<file path="config.mk">
export PLATFORM = sky130hd
export DESIGN_NAME = load_store_unit
export DESIGN_NICKNAME = d
export VERILOG_FILES = /design/src/rtl/load_store_unit.sv
export SDC_FILE = /design/constraint.sdc
export NUM_CORES = 1
export LEC_CHECK = 0
export CORE_MARGIN = 2
export CORE_UTILIZATION = 25
export DETAILED_ROUTE_END_ITERATION = 16
export GPL_ROUTABILITY_DRIVEN = 0
export SLEW_MARGIN = 20
export SYNTH_ARGS = -nofsm -noshare
export SYNTH_HDL_FRONTEND = slang
export SYNTH_SLANG_ARGS = --single-unit
</file>
<file path="constraint.sdc">
create_clock -name clk -period 6.1 [get_ports clk]
set_input_delay 1.83 -clock clk [delete_from_list [all_inputs] [get_ports clk]]
set_output_delay 1.83 -clock clk [all_outputs]
set_load 0.005 [all_outputs]
</file>
<file path="src/rtl/load_store_unit.sv">
// Load/store unit: accepts one request at a time, checks decode and alignment,
// holds the data bus for WAIT_CYCLES cycles, then returns an extended result pulse.
module load_store_unit #(
    parameter int unsigned WAIT_CYCLES     = 1,
    parameter bit          TRAP_MISALIGNED = 1'b1
) (
    input  logic        clk,
    input  logic        rst,
    input  logic        req_valid,
    output logic        req_ready,
    input  logic        req_store,
    input  logic [2:0]  req_funct3,
    input  logic [31:0] req_base,
    input  logic [11:0] req_offset,
    input  logic [31:0] req_wdata,
    output logic        resp_valid,
    output logic [31:0] resp_rdata,
    output logic        resp_fault,
    output logic [1:0]  resp_cause,
    output logic        bus_rw,
    output logic [1:0]  bus_len,
    output logic [31:0] bus_addr,
    output logic [31:0] bus_write,
    input  logic [31:0] bus_read,
    input  logic        bus_exception
);

    typedef enum logic [1:0] {StIdle, StAccess, StResp} state_e;

    localparam logic [3:0] CntInit = 4'(WAIT_CYCLES - 1);

    state_e      state_q, state_d;
    logic [3:0]  cnt_q, cnt_d;
    logic        store_q, store_d;
    logic [2:0]  funct3_q, funct3_d;
    logic [31:0] addr_q, addr_d;
    logic [31:0] wdata_q, wdata_d;
    logic [31:0] rdata_q, rdata_d;
    logic        fault_q, fault_d;
    logic [1:0]  cause_q, cause_d;

    logic [31:0] ea, ea_aligned, wdata_masked, rdata_ext;
    logic        illegal, misaligned, accept;

    assign accept = req_valid && req_ready;

    // Request decode: effective address, legality, alignment and store data masking.
    always_comb begin
        ea         = req_base + {{20{req_offset[11]}}, req_offset};
        ea_aligned = ea;
        illegal    = 1'b1;
        case (req_funct3)
            3'b000, 3'b001, 3'b010: illegal = 1'b0;
            3'b100, 3'b101:         illegal = req_store;
            default:                illegal = 1'b1;
        endcase
        misaligned = 1'b0;
        case (req_funct3[1:0])
            2'b01: begin
                misaligned    = ea[0];
                ea_aligned[0] = 1'b0;
            end
            2'b10: begin
                misaligned      = (ea[1:0] != 2'b00);
                ea_aligned[1:0] = 2'b00;
            end
            default: ;
        endcase
        wdata_masked = 32'd0;
        if (req_store) begin
            case (req_funct3[1:0])
                2'b00:   wdata_masked = {24'd0, req_wdata[7:0]};
                2'b01:   wdata_masked = {16'd0, req_wdata[15:0]};
                default: wdata_masked = req_wdata;
            endcase
        end
    end

    always_comb begin
        case (funct3_q)
            3'b000:  rdata_ext = {{24{bus_read[7]}}, bus_read[7:0]};
            3'b001:  rdata_ext = {{16{bus_read[15]}}, bus_read[15:0]};
            3'b010:  rdata_ext = bus_read;
            3'b100:  rdata_ext = {24'd0, bus_read[7:0]};
            3'b101:  rdata_ext = {16'd0, bus_read[15:0]};
            default: rdata_ext = 32'd0;
        endcase
        if (store_q) begin
            rdata_ext = 32'd0;
        end
    end

    always_ff @(posedge clk or posedge rst) begin
        if (rst) begin
            state_q  <= StIdle;
            cnt_q    <= 4'd0;
            store_q  <= 1'b0;
            funct3_q <= 3'd0;
            addr_q   <= 32'd0;
            wdata_q  <= 32'd0;
            rdata_q  <= 32'd0;
            fault_q  <= 1'b0;
            cause_q  <= 2'd0;
        end else begin
            state_q  <= state_d;
            cnt_q    <= cnt_d;
            store_q  <= store_d;
            funct3_q <= funct3_d;
            addr_q   <= addr_d;
            wdata_q  <= wdata_d;
            rdata_q  <= rdata_d;
            fault_q  <= fault_d;
            cause_q  <= cause_d;
        end
    end

    always_comb begin
        state_d  = state_q;
        cnt_d    = cnt_q;
        store_d  = store_q;
        funct3_d = funct3_q;
        addr_d   = addr_q;
        wdata_d  = wdata_q;
        rdata_d  = rdata_q;
        fault_d  = fault_q;
        cause_d  = cause_q;
        case (state_q)
            StIdle: begin
                if (accept) begin
                    store_d  = req_store;
                    funct3_d = req_funct3;
                    addr_d   = ea_aligned;
                    wdata_d  = wdata_masked;
                    rdata_d  = 32'd0;
                    fault_d  = 1'b0;
                    cause_d  = 2'd0;
                    cnt_d    = CntInit;
                    if (illegal) begin
                        fault_d = 1'b1;
                        cause_d = 2'd3;
                        state_d = StResp;
                    end else if (misaligned && TRAP_MISALIGNED) begin
                        fault_d = 1'b1;
                        cause_d = 2'd1;
                        state_d = StResp;
                    end else begin
                        state_d = StAccess;
                    end
                end
            end
            StAccess: begin
                if (cnt_q == 4'd0) begin
                    state_d = StResp;
                    if (bus_exception) begin
                        fault_d = 1'b1;
                        cause_d = 2'd2;
                        rdata_d = 32'd0;
                    end else begin
                        rdata_d = rdata_ext;
                    end
                end else begin
                    cnt_d = cnt_q - 4'd1;
                end
            end
            StResp:  state_d = StIdle;
            default: state_d = StIdle;
        endcase
    end

    always_comb begin
        req_ready  = 1'b0;
        resp_valid = 1'b0;
        resp_rdata = 32'd0;
        resp_fault = 1'b0;
        resp_cause = 2'd0;
        bus_rw     = 1'b0;
        bus_len    = 2'd0;
        bus_addr   = 32'd0;
        bus_write  = 32'd0;
        case (state_q)
            // Idle is also the reset state, so hold ready low while reset is asserted.
            StIdle: req_ready = ~rst;
            StAccess: begin
                bus_rw    = store_q;
                bus_len   = funct3_q[1:0];
                bus_addr  = addr_q;
                bus_write = wdata_q;
            end
            StResp: begin
                resp_valid = 1'b1;
                resp_rdata = rdata_q;
                resp_fault = fault_q;
                resp_cause = cause_q;
            end
            default: ;
        endcase
    end

endmodule

</file>
Word-level counts from Yosys, hierarchy flattened
Index checks and enable logic that the tools add are counted.
{"block": "word_totals", "out_inout_bits": 104, "reg_bits": 109}
{"block": "op_classes", "eq_ne": 16, "n_reduce_logical": 16, "n_addsub": 2, "muxes": 41, "n_bitwise": 1}
{"op": "32-bit 2-to-1 mux", "n": 8}
{"op": "32-bit case mux with 5 select lines", "n": 1}
{"op": "32-bit case mux with 2 select lines", "n": 2}
{"op": "32-bit adder", "n": 1}
{"op": "2-bit 2-to-1 mux", "n": 10}
{"op": "3-bit equality test, second input constant", "n": 4}
{"op": "1-bit 2-to-1 mux", "n": 12}
{"op": "4-bit 2-to-1 mux", "n": 2}
{"op": "2-bit inequality test, second input constant", "n": 4}
{"op": "2-bit case mux with 2 select lines", "n": 2}
{"op": "4-bit case mux with 2 select lines", "n": 1}
{"op": "3-bit by 1-bit equality test with 1-bit output, second input constant", "n": 2}
{"op": "3-bit by 2-bit equality test with 1-bit output, second input constant", "n": 2}
{"op": "3-bit zero test", "n": 2}
{"op": "1-bit case mux with 2 select lines", "n": 3}
{"op": "3-bit AND reduction", "n": 2}
{"op": "2-bit by 1-bit equality test with 1-bit output, second input constant", "n": 2}
{"op": "2-bit equality test, second input constant", "n": 2}
{"op": "2-bit zero test", "n": 2}
{"op": "4-bit zero test", "n": 1}
{"op": "2-bit AND reduction", "n": 2}
{"op": "4-bit AND reduction", "n": 1}
{"op": "2-bit nonzero test", "n": 2}
{"op": "2-bit OR reduction", "n": 2}
{"op": "other kinds (4)", "n": 4}

Depth between registers and ports, before layout
{"block": "depth", "ltp_word": 7, "ltp_mapped": 10, "mapped_depth_nobuf": 10}

Worst setup path after synthesis
OpenSTA, ideal clock, no wires.
{"block": "synth_path", "path_kind": "input-to-reg", "start": "input req_base[0]", "end": "register addr_q[20]", "path_buffers": 0, "required_time_ps": 5971, "path_slack_ps": 2187, "cell_stages": 10, "arrival_ps": 3784, "cell_sequence": "ha_1 fa_1 a211oi_2 o21ai_0 nand3_1 a21oi_1 or3_1 a31oi_1 xor2_1 o21ai_1"}
{"block": "synth_via", "elab_chain_cells": 1}
{"item": "start: declaration", "line_no": "13", "source": "input logic [31:0] req_base,"}
{"item": "32-bit adder", "line_no": "49", "source": "ea = req_base + {{20{req_offset[11]}}, req_offset};"}
{"item": "end signal: assignment", "line_no": "109", "source": "addr_q <= addr_d;"}
{"item": "end: declaration", "line_no": "36", "source": "logic [31:0] addr_q, addr_d;"}
Every way passes these cells.
A chain may end at the register's enable or synchronous reset.

Final worst setup path
{"block": "layout_path", "start": "input rst", "end": "output req_ready"}
{"block": "layout_via", "elab_chain_cells": 2}
{"item": "start: declaration", "line_no": "8", "source": "input logic rst,"}
{"item": "1-bit NOT", "line_no": "182", "source": "StIdle: req_ready = ~rst;"}
{"item": "1-bit 2-to-1 mux", "line_no": "180", "source": "case (state_q)"}
{"item": "end: declaration", "line_no": "10", "source": "output logic req_ready,"}
Every way passes these cells.

==> flow_summary_export.csv <==
group,metric,value,unit
detailed_routing,drc,0,
power_and_ir_drop,power,2.51,mW
synthesis,synth.yosys.seq_area_share,0.415,
synthesis,synthArstFlopShare,1.00,
setup_path,cp-end-kind,"primary output",
synthesis,synth_nets,904,
detailed_routing,drtIter0Drc,312,
global_route,grt_overflow,0,
timing,timing.final.crit_share,0.845,
setup_path,crit_family,"buffers and inverters",
synthesis,synth_commonest_cells,"nand2_1 (118), dfrtp_1 (109), and2_1 (104), o21ai_0 (68), a21oi_1 (57)",
synthesis,synth_seq_cells,109,
synthesis,synth_cell_type_count,51,
global_route,track_usage,0.146,
final_layout,multi_input_area,3640,um^2
timing,tightest_slew,1.02,ns
run_status,status,"finished, final reports clean",
setup_path,worst_path_max_delay_cell,"clkdlybuf4s50_1",
setup_path,crit_path_frequent_cell,"clkdlybuf4s50_1",
setup_path,worstReg2RegStart,"state_q[0]$_DFFE_PP0P_",
timing,drv_slew,0,
timing,max_freq,0.194,GHz
synthesis,synth_top_area_cell,"dfrtp_1",
final_layout,final_cell_area,9410,um^2
clock_network,clk_pin_slew_worst_paths,0.08,ns
min_path,min_path_type,"reg2reg",
final_layout,antenna_cells,0,
timing,maxSlewHeadroom,0.320,
setup_path,worstPathCellList,"clkdlybuf4s50_1, nor3_1, clkdlybuf4s50_1",
detailed_routing,route.detailed.wl_per_inst,15.7,um
setup_path,slowest_delay,0.60,ns
min_path,min_from,"wdata_q[2]$_DFFE_PP0P_",
timing,rsz0062_at_grt,"false",
timing,setup_viol,0,
power_and_ir_drop,powerDensity,267,nW/um^2
detailed_routing,vias,5958,
placement,port_buffers,219,
setup_path,path_max_fanout,3,
setup_path,ff2ff_path_depth,7,
min_path,worstHoldPathCells,2,
final_layout,drive_gt1_frac,0.0418,
detailed_routing,vias_per_cell,4.61,
clock_network,clockBufferDepth,2,
final_layout,areaGrowthSynthToFinish,43.3,%
floorplanning,core,25900,um^2
placement,postPlaceCellArea,9130,um^2
setup_path,crit_type,"in2out",
synthesis,synth_edf_count,0,
floorplanning,die_w,166,um
synthesis,syn_area,6570,um^2
synthesis,synth_flop_cell,"dfrtp_1",
final_layout,nets,1105,
clock_network,htree_levels,3,
floorplanning,initial_core_util,0.253,
final_layout,ff_latch_area,2730,um^2
synthesis,post_synth.cell_area_avg,8.74,um^2
timing,finalSetupTns,0,ns
clock_network,cts_tree,"built",
setup_path,worstPathRequired,4.27,ns
synthesis,yosysWarnings,0,
flow_run,cap_viol_max_count,0,
placement,dp_cells,1276,
final_layout,instances_no_fill,1292,
synthesis,syn_inst,751,
setup_path,r2r_end,"rdata_q[17]$_DFFE_PP0P_",
power_and_ir_drop,leakage,4.05,nW
floorplanning,die_area,27600,um^2
setup_path,cp_num_buf_inv,2,
detailed_routing,ant_nets,0,
clock_network,root_buffer,"clkbuf_16",
global_route,grt_pass1_wl,32.5,mm
floorplanning,die_h,166,um
floorplanning,io-pin-count,220,
setup_path,rrSetupSlack,3.32,ns
synthesis,synthDominantCellAreaShare,0.415,
floorplanning,rows,59,
timing,clock_skew,0.0119,ns
power_and_ir_drop,vdd_ir_drop_max,164,uV
setup_path,crit_arrival,3.33,ns
clock_network,cts_made_buffers,9,
min_path,hold_end,"wdata_q[2]$_DFFE_PP0P_",
global_route,antenna_found_initial,0,
detailed_routing,first_pass_iters,4,
global_route,grt_max_degree,58,
clock_network,postCtsSetupBuffers,0,
placement,dpl.hpwl,15.1,mm
clock_network,hold_buffers,0,
clock_network,cts_sinks,109,
setup_path,startpoint_type,"input pin",
detailed_routing,routed_wl,20.3,mm
timing,period_minus_slack,5.16,ns
synthesis,synth.most_common_cell,"nand2_1",
final_layout,fillers,2658,
clock_network,cts_resized,0,
timing,hold_violations,0,
synthesis,synth_area_leaders,"dfrtp_1 (42%), and2_1 (9.9%), ha_1 (6.9%)",
global_route,grt_pass1_vias,5932,
clock_network,clk_latency,0.35,ns
layer usage:
metal | vias to the layer above | wire (um) | track usage
li1 | 2993 | - | -
met1 | 2803 | 9470 | 0.193
met2 | 152 | 9770 | 0.253
met3 | 10 | 832 | 0.0250
met4 | 0 | 197 | 0.0287
met5 | - | 0 | 0
worst max-delay path by stage:
stage	from	to	slack [ns]	cells past startpoint
after floorplan	rst	addr_q[0]$_DFFE_PP0P_	1.40	1
after global placement	rst	req_ready	0.99	3
after detailed placement	rst	req_ready	0.95	3
after CTS	rst	req_ready	0.94	3
after global routing	rst	req_ready	0.87	3
final	rst	req_ready	0.94	3
layout by cell type (no fill, tap or decap), types with 5 or more instances in the layout:
cell type / Yosys / routed
buf_4: 0 / 11
clkdlybuf4s50_1: 0 / 219
xor2_1: 11 / 11
a22o_1: 24 / 24
a21oi_1: 57 / 57
dfrtp_1: 109 / 109
nand2_1: 118 / 117
o21ai_1: 10 / 10
o21ai_0: 68 / 68
clkbuf_16: 0 / 9
a21o_1: 7 / 7
ha_1: 36 / 36
nand3_1: 25 / 25
a211oi_1: 5 / 5
nor2_1: 26 / 25
xnor2_1: 20 / 20
a31oi_1: 5 / 5
and2_1: 104 / 104
nand2b_1: 6 / 6
o21bai_1: 9 / 9
inv_1: 16 / 15
nand4_1: 5 / 5
power breakdown:
group,switching [mW],total [mW],internal (mW)
Clock,0.289,0.582,0.293
Sequential,0.112,1.04,0.928
Combinational,0.473,0.886,0.413
worst reg2reg max path, stage by stage, from the launching register on:
cell      delay [ns]
dfrtp_1         0.43
nor3_1          0.47
and2_1          0.21
buf_4           0.32
a31oi_2         0.06
buf_4           0.29
nand2b_1        0.58
o21ai_0         0.33
stage by stage:
stage | hold slack (ns) | utilization | worst slack, ns
floorplan | 0.430 | - | 1.40
global placement | 0.441 | 0.352 | 0.988
detailed placement | 0.448 | 0.352 | 0.952
CTS | 0.467 | 0.363 | 0.945
global route | 0.489 | 0.363 | 0.869
finish | 0.461 | 0.363 | 0.945
final cells by class:
class / count / area share
inverters: 16 / 0.00665
clock inverters: 4 / 0.00346
well taps: 335 / 0.0446
multi-input cells: 586 / 0.387
repair buffers: 230 / 0.242
clock buffers: 12 / 0.0262
flip-flops and latches: 109 / 0.290
registers in the layout, indices dropped and copies added, names as in the netlist:
signal and count:
funct3_q 3, addr_q 32, cnt_q 4, state_q 2, wdata_q 32, fault_q 1
store_q 1, cause_q 2, rdata_q 32
kinds of logic (layout without fill, tap and decap cells):
group                    count (synthesis)  in the layout  synth area share
AO/OA/AOI/OAI                          207            207             0.196
XOR/XNOR                                31             31            0.0414
adder cells (fa/ha/maj)                 37             37            0.0717
buffers and inverters                   56            262            0.0335
flip-flops                             109            109             0.415
multiplexers                             4              4           0.00648
AND/OR/NAND/NOR                        307            307             0.235
Note: power is estimated with default switching activity, not from simulation.
